<file path="src/rtl/saes_pkg.sv">
// saes_pkg: shared definitions for the S-AES decrypt core.
//   - FSM state encoding
//   - round constants for key expansion
//   - forward/inverse S-boxes and GF(2^4) arithmetic (x^4+x+1)
//   - inverse round functions: InvShiftRows, InvSubNib, InvMixColumns
// Nibble layout of a 16-bit state: S00=[15:12], S10=[11:8], S01=[7:4], S11=[3:0].
package saes_pkg;

   localparam logic [7:0] RCON1 = 8'h80;
   localparam logic [7:0] RCON2 = 8'h30;

   typedef enum logic [2:0] {
      IDLE = 3'd0,
      KEY  = 3'd1,
      R1   = 3'd2,
      R2   = 3'd3,
      R3   = 3'd4,
      DONE = 3'd5
   } state_t;

   function automatic logic [3:0] sbox(input logic [3:0] n);
      logic [3:0] r;
      r = 4'h0;
      case (n)
         4'h0: r = 4'h9;
         4'h1: r = 4'h4;
         4'h2: r = 4'hA;
         4'h3: r = 4'hB;
         4'h4: r = 4'hD;
         4'h5: r = 4'h1;
         4'h6: r = 4'h8;
         4'h7: r = 4'h5;
         4'h8: r = 4'h6;
         4'h9: r = 4'h2;
         4'hA: r = 4'h0;
         4'hB: r = 4'h3;
         4'hC: r = 4'hC;
         4'hD: r = 4'hE;
         4'hE: r = 4'hF;
         4'hF: r = 4'h7;
      endcase
      return r;
   endfunction

   function automatic logic [3:0] inv_sbox(input logic [3:0] n);
      logic [3:0] r;
      r = 4'h0;
      case (n)
         4'h0: r = 4'hA;
         4'h1: r = 4'h5;
         4'h2: r = 4'h9;
         4'h3: r = 4'hB;
         4'h4: r = 4'h1;
         4'h5: r = 4'h7;
         4'h6: r = 4'h8;
         4'h7: r = 4'hF;
         4'h8: r = 4'h6;
         4'h9: r = 4'h0;
         4'hA: r = 4'h2;
         4'hB: r = 4'h3;
         4'hC: r = 4'hC;
         4'hD: r = 4'h4;
         4'hE: r = 4'hD;
         4'hF: r = 4'hE;
      endcase
      return r;
   endfunction

   // Multiply by x: shift left, reduce by x^4+x+1 when bit 3 falls off.
   function automatic logic [3:0] gf16_mulx(input logic [3:0] a);
      return {a[2:0], 1'b0} ^ (a[3] ? 4'h3 : 4'h0);
   endfunction

   // Shift-and-add multiply; unrolls to a small XOR network.
   function automatic logic [3:0] gf16_mul(input logic [3:0] a, input logic [3:0] b);
      logic [3:0] acc;
      logic [3:0] p;
      acc = 4'h0;
      p   = a;
      for (int i = 0; i < 4; i++) begin
         if (b[i]) acc = acc ^ p;
         p = gf16_mulx(p);
      end
      return acc;
   endfunction

   // Row 1 holds S10 and S11; swapping them undoes the shift.
   function automatic logic [15:0] inv_shift_rows(input logic [15:0] s);
      return {s[15:12], s[3:0], s[7:4], s[11:8]};
   endfunction

   function automatic logic [15:0] inv_sub_nib(input logic [15:0] s);
      return {inv_sbox(s[15:12]), inv_sbox(s[11:8]), inv_sbox(s[7:4]), inv_sbox(s[3:0])};
   endfunction

   // Matrix [9 2; 2 9] applied to each column.
   function automatic logic [15:0] inv_mix_columns(input logic [15:0] s);
      return {gf16_mul(4'h9, s[15:12]) ^ gf16_mul(4'h2, s[11:8]),
              gf16_mul(4'h2, s[15:12]) ^ gf16_mul(4'h9, s[11:8]),
              gf16_mul(4'h9, s[7:4])   ^ gf16_mul(4'h2, s[3:0]),
              gf16_mul(4'h2, s[7:4])   ^ gf16_mul(4'h9, s[3:0])};
   endfunction

endpackage

</file>
<file path="src/rtl/saes_key_expand.sv">
// saes_key_expand: combinational S-AES key schedule.
// Ports:
//   key [15:0] in  - cipher key {w0, w1}
//   k0  [15:0] out - round key 0 {w0, w1}
//   k1  [15:0] out - round key 1 {w2, w3}
//   k2  [15:0] out - round key 2 {w4, w5}
module saes_key_expand
   import saes_pkg::*;
(
   input  logic [15:0] key,
   output logic [15:0] k0,
   output logic [15:0] k1,
   output logic [15:0] k2
);

   logic [7:0] w0, w1, w2, w3, w4, w5;

   // SubNib(RotNib(w)): rotate the nibbles, then substitute each.
   function automatic logic [7:0] sub_rot(input logic [7:0] w);
      return {sbox(w[3:0]), sbox(w[7:4])};
   endfunction

   assign w0 = key[15:8];
   assign w1 = key[7:0];
   assign w2 = w0 ^ RCON1 ^ sub_rot(w1);
   assign w3 = w2 ^ w1;
   assign w4 = w2 ^ RCON2 ^ sub_rot(w3);
   assign w5 = w4 ^ w3;

   assign k0 = {w0, w1};
   assign k1 = {w2, w3};
   assign k2 = {w4, w5};

endmodule

</file>
<file path="src/rtl/saes_decrypt_core.sv">
// saes_decrypt_core: iterative S-AES decryption engine.
// Ports:
//   clk             in  - clock, rising edge
//   rst_n           in  - asynchronous active-low reset
//   start           in  - request, accepted on a rising edge while ready=1
//   ciphertext[15:0] in - sampled on accept
//   key[15:0]       in  - sampled on accept
//   ready           out - high in IDLE and DONE
//   busy            out - high in KEY, R1, R2, R3
//   done            out - one-cycle pulse, plaintext valid
//   plaintext[15:0] out - result, held until the next done
//
// Handshake: a transfer happens on any rising edge where start=1 and ready=1.
// start while busy is dropped (no queueing). Inputs are only sampled on the
// transfer edge, so they may change freely afterwards. Because ready is also
// high in DONE, a new block can be accepted in the same cycle done pulses.
module saes_decrypt_core
   import saes_pkg::*;
(
   input  logic        clk,
   input  logic        rst_n,
   input  logic        start,
   input  logic [15:0] ciphertext,
   input  logic [15:0] key,
   output logic        ready,
   output logic        busy,
   output logic        done,
   output logic [15:0] plaintext
);

   state_t      state_q, state_d;
   logic        accept;
   logic [15:0] s_q;
   logic [15:0] key_q;
   logic [15:0] k0_q, k1_q, k2_q;
   logic [15:0] k0_w, k1_w, k2_w;

   saes_key_expand u_key_expand (
      .key (key_q),
      .k0  (k0_w),
      .k1  (k1_w),
      .k2  (k2_w)
   );

   always_ff @(posedge clk or negedge rst_n) begin
      if (!rst_n) state_q <= IDLE;
      else        state_q <= state_d;
   end

   always_comb begin
      state_d = state_q;
      ready   = 1'b0;
      busy    = 1'b0;
      done    = 1'b0;
      accept  = 1'b0;
      case (state_q)
         IDLE: begin
            ready = 1'b1;
            if (start) begin
               accept  = 1'b1;
               state_d = KEY;
            end
         end
         KEY: begin
            busy    = 1'b1;
            state_d = R1;
         end
         R1: begin
            busy    = 1'b1;
            state_d = R2;
         end
         R2: begin
            busy    = 1'b1;
            state_d = R3;
         end
         R3: begin
            busy    = 1'b1;
            state_d = DONE;
         end
         DONE: begin
            ready = 1'b1;
            done  = 1'b1;
            if (start) begin
               accept  = 1'b1;
               state_d = KEY;
            end else begin
               state_d = IDLE;
            end
         end
         default: state_d = IDLE;
      endcase
   end

   // Datapath: the round keys are registered in KEY so the expansion logic
   // stays off the round paths. The last round writes straight into the
   // plaintext register, which therefore only moves on entry to DONE.
   always_ff @(posedge clk or negedge rst_n) begin
      if (!rst_n) begin
         s_q       <= 16'h0000;
         key_q     <= 16'h0000;
         k0_q      <= 16'h0000;
         k1_q      <= 16'h0000;
         k2_q      <= 16'h0000;
         plaintext <= 16'h0000;
      end else begin
         if (accept) begin
            s_q   <= ciphertext;
            key_q <= key;
         end
         case (state_q)
            KEY: begin
               k0_q <= k0_w;
               k1_q <= k1_w;
               k2_q <= k2_w;
            end
            R1:      s_q       <= inv_sub_nib(inv_shift_rows(s_q ^ k2_q));
            R2:      s_q       <= inv_mix_columns(s_q ^ k1_q);
            R3:      plaintext <= inv_sub_nib(inv_shift_rows(s_q)) ^ k0_q;
            default: ;
         endcase
      end
   end

endmodule

</file>
<file path="config.mk">
export PLATFORM = sky130hd
export DESIGN_NAME = saes_decrypt_core
export DESIGN_NICKNAME = d
export VERILOG_FILES = /design/src/rtl/saes_pkg.sv /design/src/rtl/saes_key_expand.sv /design/src/rtl/saes_decrypt_core.sv
export SDC_FILE = /design/constraint.sdc
export NUM_CORES = 1
export LEC_CHECK = 0
export BUFFER_PORTS_ARGS = -buffer_cell sky130_fd_sc_hd__buf_2
export CAP_MARGIN = 10
export CELL_PAD_IN_SITES_DETAIL_PLACEMENT = 0
export CELL_PAD_IN_SITES_GLOBAL_PLACEMENT = 1
export CORE_MARGIN = 8
export CORE_UTILIZATION = 50
export CTS_BUF_LIST = sky130_fd_sc_hd__clkbuf_2
export DETAILED_ROUTE_END_ITERATION = 10
export GPL_TIMING_DRIVEN = 0
export PLACE_DENSITY_LB_ADDON = 0.1
export SLEW_MARGIN = 0
export SYNTH_ARGS = -nofsm -noshare
export SYNTH_HDL_FRONTEND = slang
export SYNTH_SLANG_ARGS = --single-unit
</file>
<file path="constraint.sdc">
create_clock -name clk -period 4.35 [get_ports clk]
set_input_delay 0.87 -clock clk [delete_from_list [all_inputs] [get_ports clk]]
set_output_delay 0.87 -clock clk [all_outputs]
set_load 0.01 [all_outputs]
</file>
==> results.tsv, run 1 <==
stage	metric	value	unit
global_route	first-pass GRT wire length	30.8	mm
synthesis	Yosys warnings	0	
final_layout	share of cells above drive strength 1	0.152	
detailed_routing	Via-to-Cell Ratio	5.64	
global_route	Total GRT Usage	0.216	
sta	Slew Limit Headroom	0.409	
synthesis	Post-synth EDFFs	0	
critical_path	critical path fanouts, max	9	
sta	final setup skew	51.9	ps
critical_path	CP endpoint	k2_q[8]$_DFFE_PN0P_	
critical_path	reg2reg start	key_q[0]$_DFFE_PN0P_	
die	num rows	44	
synthesis	Distinct cells, synth	73	
synthesis	Synth Flop Type	dfrtp_1	
sta	setup violators final	0	
clock_tree	# Post-CTS Setup Buffers	0	
critical_path	setup slack, reg-to-reg	910	ps
final_layout	Area Growth Syn to Fin	9.36	%
sta	crit path time final	3440	ps
sta	Final TNS setup	0	ps
sta	Pins Over Slew Limit	0	
synthesis	register area share after synthesis	0.343	
placement	Buffers on Ports	53	
global_route	grt ovf	0	
sta	Max Fclk	0.291	GHz
die	starting density of the core	0.505	
global_route	pin count of the biggest net entering global routing	57	
clock_tree	Clock Tree Buf Depth	2	
detailed_routing	Via Count	5759	
clock_tree	H-tree depth	3	
clock_tree	hold_buf cts	0	
detailed_routing	post-route ant nets	0	
detailed_routing	final wirelength	19.5	mm
die	Die Ht	136	um
synthesis	Mapped Area	7230	um2
sta	unrepaired setup endpoints after global routing	false	
critical_path	CP Launch Type	register	
synthesis	syn nets	867	
clock_tree	CTS clk-pin slew, worst paths	300	ps
sta	Hold Vio Cnt, Final	0	
critical_path	reg2reg path depth	11	
final_layout	filler instances	1347	
critical_path	crit path from	key_q[0]$_DFFE_PN0P_	
placement	DP HPWL	14.9	mm
clock_tree	worst skew pair latency	670	ps
critical_path	CP endpoint kind	register	
synthesis	syn_area_per_cell	9.44	um2
job	Max Cap Viol	0	
die	core area	14300	um2
clock_tree	CTS Buf Count	9	
synthesis	most area-consuming cells after synthesis	dfrtp_1 (34%), ha_1 (11%), xnor2_1 (8.0%)	
detailed_routing	drt drc	0	
min_path	Hold Crit Class	in2async	
detailed_routing	metal2 WL	8.97	mm
detailed_routing	WL per Instance	19.1	um
die	die width	136	um
detailed_routing	1st-iter DRT viols	520	
detailed_routing	Met1 Wirelength	9.14	mm
status	outcome	finished clean	
critical_path	Worst Path Required	4970	ps
clock_tree	CTS resizes	0	
die	# IOs	54	
synthesis	register bit total from synthesis	99	
detailed_routing	top sig layer	met4	
detailed_routing	wire length on met3	896	um
global_route	vias in the first global route	5626	
critical_path	RR Endpoint	k2_q[8]$_DFFE_PN0P_	
global_route	initial antenna violation count	1	
detailed_routing	First-pass DRT Iterations	5	
sta	final period utilization	0.790	
final_layout	nets	932	
synthesis	async set-reset flop share out of synthesis	1.00	
critical_path	Worst EP arrival	4060	ps
synthesis	largest area contributor in the synthesized netlist	dfrtp_1	
clock_tree	Sink Count	99	
clock_tree	TritonCTS clock tree	done	
synthesis	Mapped Cells	766	
placement	placer congestion estimate	0.914	
die	Die ar.	18600	um2
clock_tree	root cell of the clock tree	clkbuf_2	
synthesis	Synth top area share	0.343	
sta	Slew @ Worst Pin	887	ps
critical_path	Worst Path Class, Setup	reg2reg	
cell type report:
class / instances / area (um2) / share of cell area
timing repair buffer: 54 / 295 / 0.0373
tap: 184 / 230 / 0.0291
clock inverter: 7 / 104 / 0.0131
antenna: 1 / 2.50 / 0.000316
inverter: 43 / 161 / 0.0204
multi-input combinational: 583 / 4420 / 0.559
sequential: 99 / 2480 / 0.313
buffer: 41 / 174 / 0.0220
clock buffer: 9 / 45.0 / 0.00570
Yosys cell counts (all sizes together) (11+ instances only):
cell type / instances
o21ai: 60
mux2: 24
inv: 43
nand2: 100
nor2: 36
o31ai: 12
o21a: 11
clkbuf: 31
dfrtp: 99
xnor2: 67
nand3: 14
a21oi: 19
xor2: 26
ha: 66
nor3: 12
per-layer routing:
metal	GRT usage	vias to the layer above
met5	0	-
met3	0.0377	26
met1	0.295	2801
met2	0.341	132
li1	-	2800
met4	0.0726	0
layout by cell type (no fill, tap or decap), types with 5 or more instances in the layout:
master,count
o21ai_0,59
a221oi_1,6
nand2_1,100
buf_2,56
o21a_1,11
inv_1,42
nor3_1,10
nor2_1,36
clkbuf_2,9
o31ai_1,10
xnor2_1,66
mux2i_1,10
and2_1,5
nand3_1,14
o211ai_1,8
o221ai_1,9
xor2_1,23
nor2b_1,8
a21oi_1,19
dfrtp_1,99
nand3b_1,6
a211oi_1,5
clkbuf_1,31
mux4_2,8
mux2_2,24
ha_1,66
a21o_1,6
o22ai_1,5
metrics by stage:
stage | instances | instance area (um2) | utilization | hold WS (ps) | worst slack [ps]
after CTS | 1020 | 7910 | 0.552 | 170 | 947
final | 1021 | 7910 | 0.552 | 169 | 913
after detailed placement | 1004 | 7760 | 0.542 | 465 | 993
after global placement | 1003 | 7730 | 0.540 | 455 | 1010
after floorplan | 766 | 7230 | - | 466 | 1450
after global routing | 1021 | 7910 | 0.552 | 168 | 518
critical path, stage by stage, from the launching register on:
cell and delay [ps]:
dfrtp_1 680, inv_1 150, ha_1 350, inv_1 40, mux4_2 500, xor2_1 280
inv_1 190, ha_1 330, o311ai_0 130, o311a_2 200, a2111oi_0 410, a311o_1 170
flip-flops by register name (all words and copies together) (netlist names):
name       count
plaintext     16
s_q           16
state_q        3
key_q         16
k2_q          16
k1_q          16
k0_q          16
worst min path at each step:
stage                                         from                       end  depth (start not counted)  slack (ps)
after floorplan                k0_q[7]$_DFFE_PN0P_       k0_q[7]$_DFFE_PN0P_                          2         470
after global placement    plaintext[1]$_DFFE_PN0P_  plaintext[1]$_DFFE_PN0P_                          2         460
after detailed placement  plaintext[8]$_DFFE_PN0P_  plaintext[8]$_DFFE_PN0P_                          2         470
after CTS                                    rst_n  plaintext[1]$_DFFE_PN0P_                          1         170
after global routing                         rst_n  plaintext[3]$_DFFE_PN0P_                          1         170
final                                        rst_n  plaintext[1]$_DFFE_PN0P_                          1         170
cell families (layout without fill, tap and decap cells):
kind of cell	after synthesis	after routing	synth area share
AND/OR/NAND/NOR	204	204	0.131
other	0	1	0
XOR/XNOR	93	93	0.118
flip-flops	99	99	0.343
multiplexers	42	42	0.0761
buffers and inverters	84	154	0.0464
AO/OA/AOI/OAI	178	178	0.172
adder cells (fa/ha/maj)	66	66	0.114
Power of run 1 is not shown: default switching activity piles up to over one toggle a cycle in this logic, so the estimate is an artifact.
==> run 2, diff against run 1 <==
CORE_UTILIZATION = 49   (was 50)
clock period = 3.55 ns   (was 4.35 ns; I/O delays follow)
==> run 2 against run 1 <==
  * Core utilization is 0.85 points lower
  * Critical path depth is 1 lower
  * Flip-flop and latch count stayed put
  * Die area is 1.8% higher
  * Worst setup slack worse by 720 ps
  * Critical path type unchanged
  * Critical endpoint is now k2_q[14]$_DFFE_PN0P_
  * Highest routed layer unchanged
==> results.tsv, run 2 (synthesized netlist as in run 1, its figures left out) <==
stage	metric	value	unit	change
global_route	grt ovf	0		unchanged
status	outcome	finished clean		
sta	crit path time final	3360	ps	-77.6 ps
critical_path	crit path from	key_q[5]$_DFFE_PN0P_		
clock_tree	CTS clk-pin slew, worst paths	300	ps	about the same
global_route	vias in the first global route	5534		-1.6%
die	starting density of the core	0.499		-0.00576
global_route	first-pass GRT wire length	30.3	mm	-1.6%
sta	Hold Vio Cnt, Final	0		unchanged
final_layout	Area Growth Syn to Fin	8.93	%	
clock_tree	root cell of the clock tree	clkbuf_2		
sta	Slew Limit Headroom	0.420		+0.0114
detailed_routing	final wirelength	19.1	mm	-1.8%
clock_tree	CTS Buf Count	9		unchanged
global_route	Total GRT Usage	0.210		-0.00601
detailed_routing	First-pass DRT Iterations	6		+1
final_layout	most frequent cells in the layout	nand2_1 (100), dfrtp_1 (96), xnor2_1 (66), ha_1 (66), o21ai_0 (59)		
detailed_routing	Via-to-Cell Ratio	5.66		+0.35%
die	Die ar.	18900	um2	+1.8%
critical_path	Worst Path Required	4110	ps	-860 ps
critical_path	setup slack, reg-to-reg	190	ps	-720 ps
sta	final setup skew	30.6	ps	-21.3 ps
sta	unrepaired setup endpoints after global routing	false		
placement	placer congestion estimate	0.900		-1.6%
detailed_routing	Via Count	5779		+0.35%
sta	Final TNS setup	0	ps	unchanged
final_layout	fin util	0.544		-0.00846
placement	post-place instance area	7760	um2	unchanged
sta	setup violators final	0		unchanged
sta	Slew @ Worst Pin	870	ps	-17.0 ps
final_layout	fin area	7880	um2	-0.40%
global_route	initial antenna violation count	0		-1
global_route	pin count of the biggest net entering global routing	58		+1.8%
final_layout	Diodes inserted	0		-1
sta	Max Fclk	0.298	GHz	+2.3%
final_layout	filler instances	1358		+0.82%
critical_path	reg2reg start	key_q[5]$_DFFE_PN0P_		
critical_path	CP endpoint	k2_q[14]$_DFFE_PN0P_		
clock_tree	H-tree depth	3		unchanged
sta	Pins Over Slew Limit	0		unchanged
clock_tree	Sink Count	99		unchanged
critical_path	Worst Path Class, Setup	reg2reg		
final_layout	share of cells above drive strength 1	0.158		+0.00579
critical_path	critical path fanouts, max	9		unchanged
die	# IOs	54		unchanged
final_layout	commonest non-fill, non-tap cell in the layout	nand2_1		
placement	DP HPWL	15.0	mm	+0.67%
critical_path	Worst EP arrival	3920	ps	-140 ps
die	core area	14500	um2	+1.2%
critical_path	RR Endpoint	k2_q[14]$_DFFE_PN0P_		
placement	Buffers on Ports	53		unchanged
detailed_routing	1st-iter DRT viols	407		-22%
die	die width	137	um	+0.90%
detailed_routing	post-route ant nets	0		unchanged
sta	final period utilization	0.946		+0.156
clock_tree	worst skew pair latency	640	ps	-30 ps
critical_path	CP Launch Type	register		
critical_path	CP max stage delay	580	ps	-100 ps
critical_path	reg2reg path depth	10		-1
min_path	Hold Crit Class	in2reg		
job	Max Cap Viol	0		unchanged
die	Die Ht	137	um	+0.90%
critical_path	Critical Path Most Common Cell	inv_1		
final_layout	nets	933		+0.11%
clock_tree	TritonCTS clock tree	done		
critical_path	CP endpoint kind	register		
critical_path	Critical-path top delay cell	dfrtp_1		
detailed_routing	drt drc	0		unchanged
die	num rows	44		unchanged
detailed_routing	WL per Instance	18.7	um	-1.8%
critical_path	CP Cell Sequence	inv_1, ha_1, inv_1, mux4_2, xor2_1, inv_1, ha_1, mux2i_1, o31ai_1, or3b_1		
clock_tree	Clock Tree Buf Depth	2		unchanged
run 2: changes by cell type in the layout (fill, tap and decap cells not counted), moves of 2 or more:
cell | previous run | this run
bufinv_16 | 2 | 0
dfrtp_1 | 99 | 96
clkinvlp_4 | 0 | 3
dfrtp_2 | 0 | 3
inv_6 | 4 | 1
run 2: routing by layer:
metal	global-route usage	wire length (um)	vias up
li1	-	-	2796
met1	0.287	9070	2806
met2	0.339	8880	146
met3	0.0259	768	31
met4	0.0694	398	0
met5	0	0	-
run 2: worst min path at each step:
stage	depth (start not counted)	slack, ps	startpoint	end
2_1_floorplan	0	410	rst_n	k0_q[0]$_DFFE_PN0P_
3_3_place_gp	2	460	plaintext[11]$_DFFE_PN0P_	plaintext[11]$_DFFE_PN0P_
3_5_place_dp	2	470	plaintext[11]$_DFFE_PN0P_	plaintext[11]$_DFFE_PN0P_
4_1_cts	2	220	key[14]	key_q[14]$_DFFE_PN0P_
5_1_grt	2	220	key[11]	key_q[11]$_DFFE_PN0P_
6_report	2	260	key[14]	key_q[14]$_DFFE_PN0P_
run 2: final cells by class:
cell class / count / area, um2 / area share
Clock buffer: 9 / 45.0 / 0.00572
Timing Repair Buffer: 55 / 305 / 0.0388
Tap cell: 184 / 230 / 0.0292
Sequential cell: 99 / 2480 / 0.315
Inverter: 43 / 161 / 0.0205
Clock inverter: 7 / 53.8 / 0.00683
Multi-Input combinational cell: 583 / 4430 / 0.562
Buffer: 41 / 174 / 0.0221
run 2: timing repair:
| item | CTS | global route |
|---|---|---|
| hold buffers | 1 | 0 |
| endpoints found under the setup margin | 1 | 4 |
| gates resized for setup | 2 | 3 |
| pin swaps | 0 | 0 |
| endpoints found under the hold margin | 28 | 0 |
| buffers inserted | 0 | 0 |
| cloned | 0 | 0 |
run 2: critical path, delay by kind of cell, from the launching register on:
kind	cells	cell delay (ps)
AO/OA/AOI/OAI	1	120
buffers and inverters	3	390
AND/OR/NAND/NOR	1	370
XOR/XNOR	1	350
flip-flops	1	580
adder cells (fa/ha/maj)	2	670
multiplexers	2	790
run 2: per-stage QoR:
step	worst slack (ps)	cells	hold WS (ps)
after floorplan	649	766	414
after global placement	118	1003	456
after detailed placement	38.8	1004	465
after CTS	84.3	1021	217
after global routing	6.01	1021	218
final	191	1021	263
Power of run 2 is left out for the same reason.
